## config.mk

```make
export PLATFORM = sky130hd
export DESIGN_NAME = display_scan_mux
export DESIGN_NICKNAME = d
export VERILOG_FILES = /design/src/rtl/disp_pkg.sv /design/src/rtl/seg7_decode.sv /design/src/rtl/display_scan_mux.sv
export SDC_FILE = /design/constraint.sdc
export NUM_CORES = 1
export LEC_CHECK = 0
export ABC_AREA = 1
export CORE_AREA = 2 2 88 90
export CTS_BUF_LIST = sky130_fd_sc_hd__clkbuf_16
export DETAILED_ROUTE_END_ITERATION = 12
export DIE_AREA = 0 0 90 92
export PLACE_DENSITY_LB_ADDON = 0.05
export REMOVE_ABC_BUFFERS = 1
export SLEW_MARGIN = 5
export SYNTH_ARGS = -nofsm -noshare
export SYNTH_HDL_FRONTEND = slang
export SYNTH_HIERARCHICAL = 1
export SYNTH_SLANG_ARGS = --single-unit
export TNS_END_PERCENT = 50
```

## constraint.sdc

```tcl
create_clock -name clk -period 2.6 [get_ports clk]
set_input_delay 0.26 -clock clk [delete_from_list [all_inputs] [get_ports clk]]
set_output_delay 0.26 -clock clk [all_outputs]
set_load 0.05 [all_outputs]
```

## src/rtl/disp_pkg.sv

```systemverilog
// Shared definitions for the 7-segment display path.
//   SEG_*  : active-high segment patterns {g,f,e,d,c,b,a} for hex digits 0..F
//   SEG_OFF: all segments dark (active-high form)
//   pol()  : maps one active-high pin value onto the board polarity
package disp_pkg;

  localparam logic [6:0] SEG_0   = 7'h3F;
  localparam logic [6:0] SEG_1   = 7'h06;
  localparam logic [6:0] SEG_2   = 7'h5B;
  localparam logic [6:0] SEG_3   = 7'h4F;
  localparam logic [6:0] SEG_4   = 7'h66;
  localparam logic [6:0] SEG_5   = 7'h6D;
  localparam logic [6:0] SEG_6   = 7'h7D;
  localparam logic [6:0] SEG_7   = 7'h07;
  localparam logic [6:0] SEG_8   = 7'h7F;
  localparam logic [6:0] SEG_9   = 7'h6F;
  localparam logic [6:0] SEG_A   = 7'h77;
  localparam logic [6:0] SEG_B   = 7'h7C;
  localparam logic [6:0] SEG_C   = 7'h39;
  localparam logic [6:0] SEG_D   = 7'h5E;
  localparam logic [6:0] SEG_E   = 7'h79;
  localparam logic [6:0] SEG_F   = 7'h71;
  localparam logic [6:0] SEG_OFF = 7'h00;

  // Active-high value in, pin value out.
  function automatic logic pol(input logic v, input bit active_low);
    return v ^ active_low;
  endfunction

endpackage

```

## src/rtl/seg7_decode.sv

```systemverilog
// Combinational hex-to-7-segment decoder (active-high output).
//   digit : 4-bit value 0..F
//   seg   : {g,f,e,d,c,b,a}, 1 = segment lit
module seg7_decode
  import disp_pkg::*;
(
  input  logic [3:0] digit,
  output logic [6:0] seg
);

  always_comb begin
    seg = SEG_OFF;
    unique case (digit)
      4'h0: seg = SEG_0;
      4'h1: seg = SEG_1;
      4'h2: seg = SEG_2;
      4'h3: seg = SEG_3;
      4'h4: seg = SEG_4;
      4'h5: seg = SEG_5;
      4'h6: seg = SEG_6;
      4'h7: seg = SEG_7;
      4'h8: seg = SEG_8;
      4'h9: seg = SEG_9;
      4'hA: seg = SEG_A;
      4'hB: seg = SEG_B;
      4'hC: seg = SEG_C;
      4'hD: seg = SEG_D;
      4'hE: seg = SEG_E;
      4'hF: seg = SEG_F;
      default: seg = SEG_OFF;
    endcase
  end

endmodule

```

## src/rtl/display_scan_mux.sv

```systemverilog
// N-digit 7-segment scan multiplexer.
// Scans digits 0..N_DIGITS-1, one slot of DIV cycles each. Every slot starts with
// GUARD blank cycles (anti-ghosting), then the digit is lit for brightness*STEP
// cycles. Inputs are captured once per frame so a frame never shows mixed data.
// Ports:
//   clk, rst     : clock, asynchronous active-high reset
//   en           : display enable (live, not captured); 0 blanks all pins
//   digits_i     : packed digits, digit k at [4k+3:4k]
//   dp_mask      : per-digit decimal point
//   brightness   : PWM duty, 0 = dark, all-ones = full slot after guard
//   lz_blank     : leading-zero suppression enable
//   seg, dp      : segment / decimal-point pins (registered, board polarity)
//   digit_en     : one-hot digit enable pins (registered, board polarity)
//   frame_start  : one-cycle pulse with the first output cycle of a frame
module display_scan_mux
  import disp_pkg::*;
#(
  parameter int N_DIGITS   = 4,
  parameter int DIV        = 50000,
  parameter int GUARD      = 16,
  parameter int BR_W       = 4,
  parameter int ACTIVE_LOW = 1
) (
  input  logic                  clk,
  input  logic                  rst,
  input  logic                  en,
  input  logic [4*N_DIGITS-1:0] digits_i,
  input  logic [N_DIGITS-1:0]   dp_mask,
  input  logic [BR_W-1:0]       brightness,
  input  logic                  lz_blank,
  output logic [6:0]            seg,
  output logic                  dp,
  output logic [N_DIGITS-1:0]   digit_en,
  output logic                  frame_start
);

  localparam int  CW   = $clog2(DIV);
  localparam int  PW   = CW + 1;
  localparam int  IW   = $clog2(N_DIGITS);
  localparam int  STEP = (DIV - GUARD) / (2**BR_W - 1);
  localparam bit  AL   = (ACTIVE_LOW != 0);

  logic [CW-1:0]         cnt;
  logic [IW-1:0]         idx;
  logic                  slot_end;
  logic                  frame_head;

  logic [4*N_DIGITS-1:0] digits_sh;
  logic [N_DIGITS-1:0]   dp_sh;
  logic [BR_W-1:0]       br_sh;
  logic                  lz_sh;

  logic [N_DIGITS-1:0]   blank;
  logic                  all_zero;
  logic [3:0]            cur_digit;
  logic [6:0]            dec_seg;
  logic [PW-1:0]         on_len;
  logic [PW-1:0]         cnt_w;
  logic                  window;
  logic                  drive;
  logic                  digit_on;

  logic [6:0]            seg_raw;
  logic                  dp_raw;
  logic [N_DIGITS-1:0]   den_raw;
  logic [6:0]            seg_nx;
  logic                  dp_nx;
  logic [N_DIGITS-1:0]   den_nx;

  assign slot_end   = (cnt == CW'(DIV - 1));
  assign frame_head = (cnt == '0) && (idx == '0);

  // Slot / digit counters (free-running, independent of en)
  always_ff @(posedge clk or posedge rst) begin
    if (rst) begin
      cnt <= '0;
      idx <= '0;
    end else if (slot_end) begin
      cnt <= '0;
      idx <= (idx == IW'(N_DIGITS - 1)) ? '0 : idx + 1'b1;
    end else begin
      cnt <= cnt + 1'b1;
    end
  end

  // Frame-coherent capture at the frame head
  always_ff @(posedge clk or posedge rst) begin
    if (rst) begin
      digits_sh <= '0;
      dp_sh     <= '0;
      br_sh     <= '0;
      lz_sh     <= 1'b0;
    end else if (frame_head) begin
      digits_sh <= digits_i;
      dp_sh     <= dp_mask;
      br_sh     <= brightness;
      lz_sh     <= lz_blank;
    end
  end

  // Leading-zero mask: walk down from the MSD while every digit seen is zero.
  // Digit 0 is left out so a value of zero still shows a single '0'.
  always_comb begin
    blank    = '0;
    all_zero = lz_sh;
    for (int k = N_DIGITS - 1; k >= 1; k--) begin
      all_zero = all_zero && (digits_sh[4*k +: 4] == 4'h0);
      blank[k] = all_zero;
    end
  end

  assign cur_digit = digits_sh[{idx, 2'b00} +: 4];

  seg7_decode u_dec (
    .digit (cur_digit),
    .seg   (dec_seg)
  );

  // PWM light window after the guard interval
  assign on_len = PW'(br_sh) * PW'(STEP);
  assign cnt_w  = PW'(cnt);
  assign window = (cnt_w >= PW'(GUARD)) && (cnt_w < PW'(GUARD) + on_len);
  assign drive  = en && window;
  // A suppressed digit still needs its enable when it carries a decimal point.
  assign digit_on = drive && (!blank[idx] || dp_sh[idx]);

  always_comb begin
    seg_raw = (drive && !blank[idx]) ? dec_seg : SEG_OFF;
    dp_raw  = drive && dp_sh[idx];
    den_raw = digit_on ? (N_DIGITS'(1) << idx) : '0;
    for (int b = 0; b < 7; b++) seg_nx[b] = pol(seg_raw[b], AL);
    dp_nx = pol(dp_raw, AL);
    for (int b = 0; b < N_DIGITS; b++) den_nx[b] = pol(den_raw[b], AL);
  end

  // Output registers: one cycle behind the (cnt, idx) state
  always_ff @(posedge clk or posedge rst) begin
    if (rst) begin
      seg         <= {7{AL}};
      dp          <= AL;
      digit_en    <= {N_DIGITS{AL}};
      frame_start <= 1'b0;
    end else begin
      seg         <= seg_nx;
      dp          <= dp_nx;
      digit_en    <= den_nx;
      frame_start <= frame_head;
    end
  end

endmodule

```

==> results.toml, run 1 <==
[sta]
relSlewSlack_pct = 52.2
final_hold_viol_count = 0
min_period_over_period_pct = 105
setup_viol = 12
final_max_slew_viol_count = 0
rsz0062_at_grt = "yes"
worst_slew_pin_slew_ps = 718
finClkSkew_ps = 6.06
fin_crit_ps = 2730
fin_ws_ps = -131
fmax_mhz = 366

[worst_setup_path]
reg2reg_to = "seg[3]"
crit_chain = "buf_6 > ha_4 > inv_2 > ha_4 > ha_1 > a21oi_2 > nand2_2 > xor2_1 > ha_1 > a21oi_1 > nand2_1 > nor2_4 > buf_6 > nand4_1"
slowest_delay_ps = 440
setup.worst_path.end_class = "flip-flop"
cp_max_fo = 7
cp.arrival_ps = 2940
worst_ep_required_time_ps = 2810
critPathLaunch = "br_sh[3]"
r2r_slack_ps = -130
rr_startpoint = "br_sh[3]"
reg2regPathDepth = 14
critPathLaunchType = "flip-flop"
slowest_stage = "dfrtp_1"
criticalPathCategory = "reg2reg"

[die]
rows = 32
die_x_um = 90
die_y_um = 92
ioPinCount = 41
coreArea_um2 = 7450
start_util_pct = 48.3
die_area_um2 = 8280

[run]
cap_violations = 0

[logic_synthesis]
netlist_area_um2 = 3600
syn_area_per_cell_um2 = 7.83
ys_seq_elements = 56
yosys_warnings = 6
ys_dominant_reg_cell = "dfrtp_1"
synthesis.instances = 460
synth_edf_count = 0
yosysSeqAreaShare_pct = 39.3
synth_cell_types = 31
synthArstFlopShare_pct = 100

[final_layout]
fin_nets = 586
multi_input_area_um2 = 2020
drive_above_1_share_pct = 19.4
register_area_um2 = 1420
final_common_cell = "nand2_1"
n_fill_cell = 699
synthToLayoutAreaGrowth_pct = 25.9
antenna_cells = 0
final_cell_mix = "151 x nand2_1, 52 x inv_1, 43 x dfrtp_1"

[grt]
grt_overflow = 0
grt_max_degree = 57
grt_pass1_vias = 2839
antenna_found_initial = 0
grt.total_usage_pct = 20.8
grt_pass1_wl_um = 13900

[pwr]
powerDensity_nw_per_um2 = 434
ir_worst_vdd_uv = 307
fin_total_pwr_mw = 1.97
p_leak_nw = 2.28

[cts]
h-tree-depth = 2
clock_sinks = 56
cts.hold.buffers_added = 0
cts.clk_slew.worst_paths_ps = 70
cts_buffers = 5
cts_tree = "built"
clk_path_buf_depth = 2
clk_latency_ps = 290
root_buffer = "clkbuf_16"

[detailed_routing]
postRouteAntennaNets = 0
drt_iter0_markers = 152
wl_um = 8280
first_pass_iters = 4
viasPerCell = 4.86
drcViolationCount = 0
wire_per_inst_um = 13.3
num_vias = 3030

[place]
gp_congestion = 0.831
place_ws_ps = -287
detailed_place_hpwl_um = 5890
io_buffers = 40

[worst_hold_path]
hold_path.class = "in2async"

[run_status]
violations = "negative setup slack"
outcome = "finished with violations"
-- power by group --
group          total (mW)  switching, mW  leakage (nW)  internal (mW)
Sequential          0.926         0.0181         0.668          0.908
Combinational       0.375          0.194          1.54          0.182
Clock               0.664          0.309        0.0768          0.355
Total                1.97          0.521          2.28           1.44
-- logic make-up (layout without fill, tap and decap cells) --
kind of cell,after synthesis,in the layout,synth area share [%]
AND/OR/NAND/NOR,257,257,31.6
AO/OA/AOI/OAI,30,30,4.94
XOR/XNOR,7,7,1.70
flip-flops,56,56,39.3
buffers and inverters,72,133,8.97
adder cells (fa/ha/maj),38,38,13.4
-- critical path, delay by kind of cell, from the launching register on --
| family | cells | cell delay [ps] |
|---|---|---|
| buffers and inverters | 3 | 310 |
| adders and majority gates | 4 | 1060 |
| DFF | 1 | 440 |
| AOI/OAI and AO/OA | 2 | 320 |
| and+or+nand+nor | 4 | 380 |
| xor gates and xnor gates | 1 | 140 |
-- final cells by class --
type	count	share of cell area [%]
Clock inverter	3	0.359
Sequential cell	56	31.3
Inverter	61	5.16
Multi-Input combinational cell	332	44.5
Timing Repair Buffer	64	13.1
Clock buffer	5	2.76
Tap cell	102	2.82
-- through the flow --
stage	std cells	area (um^2)	util (%)	hold WS, ps	TNS [ps]
after CTS	620	4380	58.8	486	-2450
after global routing	623	4530	60.8	503	-2910
after detailed placement	609	4170	56.0	468	-3250
after floorplan	449	3510	-	369	-2230
after global placement	609	4170	56.0	463	-2170
final	623	4530	60.8	475	-1460
-- worst max path at each step --
stage / slack, ps / endpoint / depth (start not counted)
floorplan: -190 / digit_en[0] / 12
global placement: -190 / seg[6] / 13
detailed placement: -290 / seg[6] / 13
CTS: -220 / seg[3] / 13
global route: -260 / seg[6] / 16
finish: -130 / seg[3] / 14
-- cell usage after synthesis (3+ instances only) --
library cell	n	area share (%)
nor3_1	10	1.4
o22ai_1	4	0.70
dfrtp_1	44	31
buf_6	3	0.94
a21oi_1	8	1.1
nand2_2	10	1.7
o21ai_0	11	1.5
o21ai_2	6	1.5
dfstp_2	12	8.8
nand2_1	153	16
inv_1	52	5.4
nor2_1	38	4.0
xor2_1	5	1.2
nor2_2	5	0.87
nand4_1	16	2.8
nand3_1	17	2.4
buf_2	5	0.70
inv_2	8	0.83
ha_1	37	13
-- flip-flops by register name, summed over array words and instances, names as in the netlist --
signal	count
frame_start	1
br_sh	4
dp	1
digits_sh	16
digit_en	4
lz_sh	1
cnt	16
seg	7
idx	2
dp_sh	4
-- repair_timing --
item | CTS | global route
setup endpoints to repair | 12 | 12
cloned | 0 | 0
pin swaps | 2 | 11
hold endpoints to repair | 0 | 0
gates resized for setup | 8 | 19
buffers inserted | 3 | 3
-- per-layer routing --
layer / GRT usage [%] / share of wire [%] / up-vias
met2: 32.3 / 46 / 59
li1: - / - / 1575
met1: 30.7 / 49 / 1392
met3: 3.37 / 3.5 / 4
met5: 0 / 0 / -
met4: 4.74 / 0.75 / 0
Note: power is estimated with default switching activity, not from simulation.
==> run 2, diff against run 1 <==
--- a/config.mk
+++ b/config.mk
@@ -6,10 +6,11 @@
 export NUM_CORES = 1
 export LEC_CHECK = 0
 export ABC_AREA = 1
-export CORE_AREA = 2 2 88 90
+export CORE_AREA = 2 2 83 85
 export CTS_BUF_LIST = sky130_fd_sc_hd__clkbuf_16
 export DETAILED_ROUTE_END_ITERATION = 12
-export DIE_AREA = 0 0 90 92
+export DIE_AREA = 0 0 85 87
+export GPL_TIMING_DRIVEN = 0
 export PLACE_DENSITY_LB_ADDON = 0.05
 export REMOVE_ABC_BUFFERS = 1
 export SLEW_MARGIN = 5
==> constraint.sdc (replaced) <==
create_clock -name clk -period 3.1 [get_ports clk]
set_input_delay 0.31 -clock clk [delete_from_list [all_inputs] [get_ports clk]]
set_output_delay 0.31 -clock clk [all_outputs]
set_load 0.05 [all_outputs]
==> run 2 against run 1 <==
  * Largest cell class unchanged
  * Non-clock buffer count down 17
  * The flow now finishes without violations
  * Clock skew about the same
  * Die area shrank 11%
  * Sequential cell count unchanged
  * Via count shrank 1.2%
==> results.toml, run 2 (synthesis results as in run 1) <==
[detailed_routing]
num_vias = 2994
wl_um = 7670
drcViolationCount = 0
wire_per_inst_um = 13.1
viasPerCell = 5.12
drt_iter0_markers = 84
first_pass_iters = 4
postRouteAntennaNets = 0

[run_status]
outcome = "completed"

[grt]
grt_pass1_wl_um = 12700
grt_overflow = 0
grt.total_usage_pct = 21.3
grt_pass1_vias = 2740
grt_max_degree = 33
antenna_found_initial = 0

[sta]
whs_ps = 381
final_hold_viol_count = 0
worst_slew_pin_slew_ps = 795
relSlewSlack_pct = 47.0
finClkSkew_ps = 5.57
final_max_slew_viol_count = 0
min_period_over_period_pct = 94.7
tns_ps = 0
setup_viol = 0
fmax_mhz = 341
fin_crit_ps = 2940
fin_ws_ps = 163

[worst_setup_path]
cp_top_family = "adder cells"
crit_chain = "buf_4 > ha_1 > ha_1 > fa_2 > nand3_1 > nand2_1 > xor2_1 > ha_1 > nand3_2 > nor3_4 > nand2_4 > nand4_1"
slowest_stage = "fa_2"
crit_buf_inv = 1
cp.arrival_ps = 3160
cp_max_fo = 6
setup.worst_path.end_class = "flip-flop"
slowest_delay_ps = 410
worst_ep_required_time_ps = 3330
critical_path.most_common_cell = "ha_1"
criticalPathCategory = "reg2reg"
critPathLaunchType = "flip-flop"

[die]
die_area_um2 = 7400
start_util_pct = 54.8
coreArea_um2 = 6570
die_x_um = 85
ioPinCount = 41
die_y_um = 87
rows = 30

[pwr]
p_leak_nw = 2.23
fin_total_pwr_mw = 1.59
powerDensity_nw_per_um2 = 372
ir_worst_vdd_uv = 272

[place]
io_buffers = 40
place_inst = 570
dpl_cell_area_um2 = 4030
detailed_place_hpwl_um = 5490
gp_congestion = 0.865
place_ws_ps = -144

[worst_hold_path]
hold_path.class = "in2async"

[final_layout]
final_common_cell = "nand2_1"
final_cell_mix = "152 x nand2_1, 52 x inv_1, 42 x dfrtp_1"
fin_area_um2 = 4280
drive_above_1_share_pct = 14.1
fin_nets = 570
reg_top3 = "cnt: 16 flops, digits_sh: 16 flops, seg: 7 flops"
antenna_cells = 0
synthToLayoutAreaGrowth_pct = 18.9
layout.cells.non_filler = 585
fin_util_pct = 65.1

[run]
cap_violations = 0

[cts]
cts_tree = "built"
h-tree-depth = 2
clock_sinks = 56
clk_latency_ps = 290
root_buffer = "clkbuf_16"
cts_buffers = 5
cts.clk_slew.worst_paths_ps = 70
clk_path_buf_depth = 2
cts.hold.buffers_added = 0
==> run 2: cell count changes in the layout (fill, tap and decap cells not counted), sizes merged <==
cell / delta
buf: -17
nand2: +1
inv: -1
clkinv: +1
==> run 2: worst reg2reg max path, cell delays in order, from the launching register on <==
cell,delay [ps]
dfrtp_2,400
buf_4,150
ha_1,270
ha_1,350
fa_2,410
nand3_1,80
nand2_1,70
xor2_1,150
ha_1,310
nand3_2,120
nor3_4,320
nand2_4,140
nand4_1,120
==> run 2: final cells by class <==
type | count | area [um^2]
Tap cell | 80 | 100
Timing Repair Buffer | 47 | 478
Fill cell | 578 | 2290
Inverter | 61 | 234
Sequential cell | 56 | 1420
Multi-Input combinational cell | 333 | 1910
Clock buffer | 5 | 125
Clock inverter | 3 | 13.8
==> run 2: worst paths after layout <==
kind	to	slack (ps)	cells after the start	start
setup reg to reg	seg[3]	160	12	br_sh[2]
min in group clk	cnt[0]	480	1	cnt[0]
max in group asynchronous	dp	2100	3	rst
hold / removal	cnt[10]	380	2	rst
setup / recovery	seg[3]	160	12	br_sh[2]
hold reg to reg	cnt[0]	480	1	cnt[0]
==> run 2: power breakdown <==
part	switching, mW	internal (mW)	leakage (nW)
Combinational	0.150	0.115	1.49
Sequential	0.0145	0.762	0.667
Clock	0.254	0.295	0.0730
==> run 2: timing repair <==
| action | in CTS | in global routing |
|---|---|---|
| cloned | 0 | 1 |
| setup endpoints to repair | 12 | 12 |
| setup buffers | 1 | 5 |
| gates resized for setup | 2 | 11 |
| pin swaps | 1 | 4 |
==> run 2: layer usage <==
layer  vias to the layer above  share of wire, %  GRT usage [%]
met2                        82                46           35.1
met1                      1365                48           30.1
met5                         -                 0              0
met4                         0              0.52           4.33
li1                       1543                 -              -
met3                         4               5.7           3.41
